## config.mk

```make
export PLATFORM = sky130hd
export DESIGN_NAME = zero_count_gen
export DESIGN_NICKNAME = d
export VERILOG_FILES = /design/src/rtl/zero_count_gen_pkg.sv /design/src/rtl/zero_count_gen_therm.sv /design/src/rtl/zero_count_gen.sv
export SDC_FILE = /design/constraint.sdc
export NUM_CORES = 1
export LEC_CHECK = 0
export ABC_AREA = 1
export BUFFER_PORTS_ARGS = -buffer_cell sky130_fd_sc_hd__buf_2
export CAP_MARGIN = 30
export CORE_MARGIN = 2
export CORE_UTILIZATION = 39
export CTS_BUF_LIST = sky130_fd_sc_hd__clkbuf_4
export CTS_CLUSTER_DIAMETER = 80
export DETAILED_ROUTE_END_ITERATION = 8
export GPL_TIMING_DRIVEN = 0
export PLACE_DENSITY = 0.6
export SLEW_MARGIN = 40
export SYNTH_ARGS = -nofsm -noshare
export SYNTH_HDL_FRONTEND = slang
export SYNTH_SLANG_ARGS = --single-unit
```

## constraint.sdc

```tcl
create_clock -name i_clk -period 2.29 [get_ports i_clk]
set_clock_uncertainty 0.2 [all_clocks]
set_input_delay 0.229 -clock i_clk [delete_from_list [all_inputs] [get_ports i_clk]]
set_output_delay 0.229 -clock i_clk [all_outputs]
set_load 0.01 [all_outputs]
```

## src/rtl/zero_count_gen_pkg.sv

```systemverilog
// Shared types and helpers for the zero-count pattern generator.
package zero_count_gen_pkg;

    typedef enum logic {ST_IDLE, ST_SHIFT} zcg_state_t;

    localparam int THERM_MAX_W = 64;

    function automatic int stream_len(input int bits);
        return 2 * bits;
    endfunction

    // Low `len` bits zero, bits len..width-1 one, anything above width zero.
    function automatic logic [THERM_MAX_W-1:0] therm(input int len, input int width);
        logic [THERM_MAX_W-1:0] r;
        r = '0;
        for (int i = 0; i < THERM_MAX_W; i++)
            r[i] = (i >= len) && (i < width);
        return r;
    endfunction

endpackage

```

## src/rtl/zero_count_gen_therm.sv

```systemverilog
// Combinational zero count -> {word2, word1} pattern (word1 in the low half).
module zero_count_gen_therm
    import zero_count_gen_pkg::*;
#(
    parameter int BITS = 3
) (
    input  logic [BITS:0]     n,
    output logic [2*BITS-1:0] pattern
);

    localparam int LEN = stream_len(BITS);

    assign pattern = LEN'(therm(int'(n), LEN));

endmodule

```

## src/rtl/zero_count_gen.sv

```systemverilog
// Serial zero-pattern generator: request a zero count, stream 2*BITS bits out.
// Define ZERO_COUNT_GEN_PARALLEL_EN to also expose the two words in parallel.
module zero_count_gen
    import zero_count_gen_pkg::*;
#(
    parameter int BITS = 3
) (
    input  logic            i_clk,
    input  logic            i_rst_n,
    input  logic            i_valid,
    output logic            o_ready,
    input  logic [BITS-1:0] i_count,
    output logic            o_ser_valid,
    output logic            o_ser_data,
    output logic            o_ser_last,
    input  logic            i_ser_ready,
    output logic            o_clamp,
    output logic            o_busy
`ifdef ZERO_COUNT_GEN_PARALLEL_EN
    ,
    output logic [BITS-1:0] o_word1,
    output logic [BITS-1:0] o_word2,
    output logic            o_word_valid
`endif
);

    localparam int LEN = stream_len(BITS);
    localparam int KW  = $clog2(LEN);
    localparam logic [BITS+1:0] LEN_CMP = (BITS+2)'(LEN);
    localparam logic [BITS:0]   LEN_N   = (BITS+1)'(LEN);
    localparam logic [KW-1:0]   K_LAST  = KW'(LEN - 1);
    localparam logic [KW-1:0]   K_PEN   = KW'(LEN - 2);

    zcg_state_t      state;
    logic [KW-1:0]   k;
    logic [LEN-1:0]  sreg;
    logic            ser_data_q;
    logic            ser_last_q;
    logic            clamp_q;

    logic            accept;
    logic            over;
    logic [BITS:0]   n;
    logic [LEN-1:0]  pattern;

    assign accept = i_valid && (state == ST_IDLE);
    assign over   = {2'b00, i_count} > LEN_CMP;
    assign n      = over ? LEN_N : {1'b0, i_count};

    zero_count_gen_therm #(.BITS(BITS)) u_therm (
        .n       (n),
        .pattern (pattern)
    );

    // The whole pattern is captured at accept; the output bit comes from a
    // flop so i_ser_ready never reaches an output combinationally.
    always_ff @(posedge i_clk or negedge i_rst_n) begin
        if (!i_rst_n) begin
            state      <= ST_IDLE;
            k          <= '0;
            sreg       <= '0;
            ser_data_q <= 1'b0;
            ser_last_q <= 1'b0;
            clamp_q    <= 1'b0;
        end else begin
            case (state)
                ST_IDLE: begin
                    if (accept) begin
                        state      <= ST_SHIFT;
                        k          <= '0;
                        sreg       <= pattern;
                        ser_data_q <= pattern[0];
                        ser_last_q <= 1'b0;
                        clamp_q    <= over;
                    end
                end
                ST_SHIFT: begin
                    if (i_ser_ready) begin
                        if (k == K_LAST) begin
                            state      <= ST_IDLE;
                            k          <= '0;
                            ser_data_q <= 1'b0;
                            ser_last_q <= 1'b0;
                        end else begin
                            k          <= k + 1'b1;
                            sreg       <= sreg >> 1;
                            ser_data_q <= sreg[1];
                            ser_last_q <= (k == K_PEN);
                        end
                    end
                end
                default: state <= ST_IDLE;
            endcase
        end
    end

    assign o_ready     = (state == ST_IDLE);
    assign o_busy      = (state == ST_SHIFT);
    assign o_ser_valid = (state == ST_SHIFT);
    assign o_ser_data  = ser_data_q;
    assign o_ser_last  = ser_last_q;
    assign o_clamp     = clamp_q;

`ifdef ZERO_COUNT_GEN_PARALLEL_EN
    always_ff @(posedge i_clk or negedge i_rst_n) begin
        if (!i_rst_n) begin
            o_word1      <= '1;
            o_word2      <= '1;
            o_word_valid <= 1'b0;
        end else begin
            o_word_valid <= accept;
            if (accept) begin
                o_word1 <= pattern[BITS-1:0];
                o_word2 <= pattern[LEN-1:BITS];
            end
        end
    end
`endif

endmodule

```

After elaboration in Yosys (flattened, before gate mapping) --
Index checks and enable logic that the tools add are counted.
Operators by class: $add $sub $neg 1, $lt $le $gt $ge 7, equal/unequal tests 5, muxes and demuxes 21, bitwise gates (word level) 1, reductions and logical operators 4
Operator list (count):
- $mux 6 | 3
- $mux 3 | 4
- $pmux 6 s2 | 1
- $mux 1 | 9
- $eq 3x3->1 const B | 2
- $ge 1x3->1 const A | 2
- $ge 2x3->1 const A | 2
- $ge 3x3->1 const A | 2
- $pmux 1 s2 | 3
- $pmux 3 s2 | 1
- $ne 2x2->1 const B | 2
- $reduce_and 2->1 | 2
- $add 3x1->3 const B | 1
- $gt 3x3->1 const B | 1
- $reduce_and 3->1 | 1
- $ne 2x1->1 const B | 1
- $logic_and 1x1->1 | 1
- $not 1->1 | 1
Word-level totals: bits in registers 13, input bits 7, output and inout bits 6, logic and storage cells 45

Depth between registers and ports, before layout --
depth in word-level cells 5, gate-level depth with buffers 7, depth with buffers taken out 6

Modules after synthesis --
A second synthesis with hierarchy kept.
Second synthesis, totals: cell total of the unflattened synthesis 103, area total of the unflattened synthesis 728.2 um2
Modules (own cells, without submodules):
- zero_count_gen | times used 1, cells an instance 85, area each 658.1 um2, sequential area each 300.3 um2
- zero_count_gen_therm | times used 1, cells an instance 18, area each 70.1 um2, sequential area each 0.0 um2

Least setup slack after synthesis --
OpenSTA, ideal clock, no wires.
kind reg-to-reg, from reg state, in the netlist o_busy, to reg sreg[3], setup time 0.116 ns, data arrival time 0.971 ns, data required time 1.974 ns, setup slack 1.003 ns, cell stages (with the launch flop) 8, buffers on the path 1, period minus slack after synthesis 1.287 ns, path through dfrtp_1 buf_6 nand2_4 clkinv_4 nand2_4 nand2_4 nand2_1 nand2_1
On the way: cells in the longest elaborated chain, start to end 4, elaborated cells between the ends (all ways) 7, those cells by class eq/ne: 3; mux: 1; bitwise: 1; reduce/logical: 2
RTL lines:
- start, declared | line zero_count_gen.sv:34 | zcg_state_t state;
- start signal, assigned | line zero_count_gen.sv:59 | state <= ST_IDLE;
- start signal, assigned | line zero_count_gen.sv:69 | state <= ST_SHIFT;
- start signal, assigned | line zero_count_gen.sv:80 | state <= ST_IDLE;
- $not 1->1 (no line)
- $logic_and 1x1->1 | line zero_count_gen.sv:46 | assign accept = i_valid && (state == ST_IDLE);
- $ne 2x1->1 (no line)
- $reduce_and 3->1 (no line)
- end signal, assigned | line zero_count_gen.sv:71 | sreg <= pattern;
- end signal, assigned | line zero_count_gen.sv:86 | sreg <= sreg >> 1;
- end, declared | line zero_count_gen.sv:36 | logic [LEN-1:0] sreg;
Several ways; a longest one is shown, not always the timed one. A chain may end at the register's enable or synchronous reset.

Final worst setup path --
from reg state, in the netlist o_busy, to out o_ser_valid
RTL lines:
- end, declared | line zero_count_gen.sv:13 | output logic o_ser_valid,
No word-level cell between the ends.

==> impl_metrics.env <==
export IMPL_status="finished, final reports clean"
export IMPL_p_per_area_nw_per_um2=990.0
export IMPL_fin_area_sq_um=762.0
export IMPL_rr_worst_depth=7
export IMPL_clk_pin_slew_ns=0.08
export IMPL_final_hold_violation_count=0
export IMPL_cp_slowest_cell="dfrtp_1"
export IMPL_diodes=0
export IMPL_startpoint_type="flop"
export IMPL_grt_util_all_layers_pct=14.72
export IMPL_insertion_delay_ns=0.27
export IMPL_placed_cell_area_sq_um=719.4
export IMPL_port_buffers=12
export IMPL_drc=0
export IMPL_hold_buffers=2
export IMPL_cts_root_buf="clkbuf_4"
export IMPL_io_pins=13
export IMPL_rsz0062_at_grt="false"
export IMPL_synth_common_cells="nand2_1, dfrtp_1, nand3_1, inv_1"
export IMPL_synth_fp_nets=90
export IMPL_synth_most_common_cell="nand2_1"
export IMPL_viasPerCell=4.922
export IMPL_worstMarginPinSlew_ns=0.2829
export IMPL_setup_viol=0
export IMPL_start_util_pct=41.95
export IMPL_dp_hpwl_um=925.5
export IMPL_yosysUniqueCellTypes=16
export IMPL_drive_above_1_share_pct=23.00
export IMPL_core_area_sq_um=1524
export IMPL_ir_drop_uv=482.6
export IMPL_crit_end="o_ser_valid"
export IMPL_fin_tns_setup_ns=0
export IMPL_drv_slew=0
export IMPL_clockBufferDepth=2
export IMPL_drt_wl_total_um=1284
export IMPL_grt_pass1_vias=520
export IMPL_synthFlopType="dfrtp_1"
export IMPL_synthesis_area_sq_um=639.4
export IMPL_min_period_ns=1.390
export IMPL_critPathLaunch="o_busy"
export IMPL_synth_edf_count=0
export IMPL_synthCells=83
export IMPL_syn_area_per_cell_sq_um=7.703
export IMPL_tritoncts="done"
export IMPL_htree_levels=1
export IMPL_yosysWarnings=0
export IMPL_worstReg2RegEnd="sreg[2]"
export IMPL_die_h_um=44.49
export IMPL_arrival_ns=0.96
export IMPL_nNetsFinal=109
export IMPL_cap_viol_max_count=0
export IMPL_worstHoldPathType="primary input to flop"
export IMPL_grt_pass1_wl_um=2083
export IMPL_worst_setup_path_type="flop to primary output"
export IMPL_synth_top_cell_area_share_pct=46.97
export IMPL_crit_path_cell_trace="buf_4, buf_2"
export IMPL_num_rows=14
export IMPL_dr_pass1_iters=4
export IMPL_worstPathMaxFanout=4
export IMPL_yosysTopAreaCell="dfrtp_1"
export IMPL_grt_max_degree=13
export IMPL_antenna_found_initial=0
export IMPL_clock_sinks=12
export IMPL_hold_depth=3
export IMPL_fillCellCount=156
export IMPL_syn_to_final_growth_pct=19.18
export IMPL_die_area_sq_um=1979
export IMPL_critPathMaxStageDelay_ns=0.42
export IMPL_cts_resized=0
export IMPL_crit_required_ns=1.86
export IMPL_gp_congestion=0.8000
export IMPL_reg2reg_slack_ns=0.95
export IMPL_die_w_um=44.49
export IMPL_overflow=0
export IMPL_drtIter0Drc=9
export IMPL_slew_headroom_pct=81.14
export IMPL_ys_ff_latch=12
export IMPL_reg2reg_from="o_busy"
export IMPL_synth_seq_area_share_pct=46.97
export IMPL_max_freq_ghz=0.7196
export IMPL_cts_buffers=3
export IMPL_fin_crit_sh_pct=60.68
export IMPL_wl_per_cell_um=11.07
export IMPL_leakagePower_nw=0.4318
export IMPL_end_kind="primary output"
export IMPL_synthArstFlopShare_pct=100.0
export IMPL_post_cts_buffers=0
export IMPL_vias=571
export IMPL_synthTopCellsByArea="dfrtp_1, nand2_1, nand3_1"
export IMPL_ant_nets=0
[stage by stage]
step	hold WS, ns	power [mW]	util (%)	setup slack (ns)	std cells
finish	0.03978	0.7544	50.00	0.9004	116
global route	0.07398	0.8230	50.00	0.8365	116
CTS	0.04178	0.7619	50.00	0.8955	116
detailed placement	-0.06991	0.6256	47.21	0.9467	111
global placement	-0.07456	0.6209	47.21	0.9580	111
floorplan	-0.2666	0.5466	-	1.003	83
[layout make-up]
class / count / area [sq um] / share of cell area, %
Clock buffer: 3 / 22.52 / 2.956
Sequential cell: 12 / 300.3 / 39.41
Multi-Input combinational cell: 62 / 285.3 / 37.44
Timing Repair Buffer: 14 / 80.08 / 10.51
Inverter: 6 / 27.53 / 3.612
Buffer: 3 / 26.28 / 3.448
Tap cell: 16 / 20.02 / 2.627
[placed cells by master (no fill, tap or decap)]
cell           count
clkbuf_4           3
buf_2             12
dlygate4sd3_1      2
a21oi_1            1
nand2_1           38
nand2_4            3
o21ai_0            2
inv_2              1
nor2_1             3
buf_6              1
inv_1              4
o22a_1             1
o22ai_1            1
o21ai_1            1
o31ai_1            1
buf_4              2
clkinv_4           1
nand3_1           11
dfrtp_1           12
[registers in the layout, summed over array words and instances (netlist names)]
register    flops
sreg            5
o_ser_data      1
o_busy          1
k               3
o_ser_last      1
o_clamp         1
[worst min path at each step]
| stage | startpoint | to |
|---|---|---|
| 2_1_floorplan | i_rst_n | k[0] |
| 3_3_place_gp | i_rst_n | k[2] |
| 3_5_place_dp | i_rst_n | k[0] |
| 4_1_cts | i_count[0] | o_clamp |
| 5_1_grt | i_count[0] | o_clamp |
| 6_report | i_count[0] | o_clamp |
[metal layers]
layer	track usage, %	vias up	part of all wire (%)
li1	-	301	-
met1	18.37	252	50
met2	23.48	14	44
met3	2.449	4	3.6
met4	9.091	0	1.5
met5	0	-	0
[kinds of logic (layout without fill, tap and decap cells)]
kind of cell	count (synthesis)	in the layout	synth area share, %
AO/OA/AOI/OAI	7	7	6.653
flip-flops	12	12	46.97
AND/OR/NAND/NOR	55	55	37.96
buffers and inverters	9	26	8.413
[where the power goes]
part	leakage, nW	total, mW	internal (mW)	switching [mW]
Sequential	0.156	0.336	0.288	0.0475
Clock	0.0138	0.132	0.0609	0.0712
Combinational	0.262	0.286	0.116	0.170
Total	0.432	0.754	0.466	0.289
[worst max-delay path: cells and delay by family, from the launching register on]
| kind | cells | cell delay [ns] |
|---|---|---|
| DFF | 1 | 0.42 |
| buffers and inverters | 2 | 0.27 |
No activity file was read; power rests on OpenSTA's default activity.
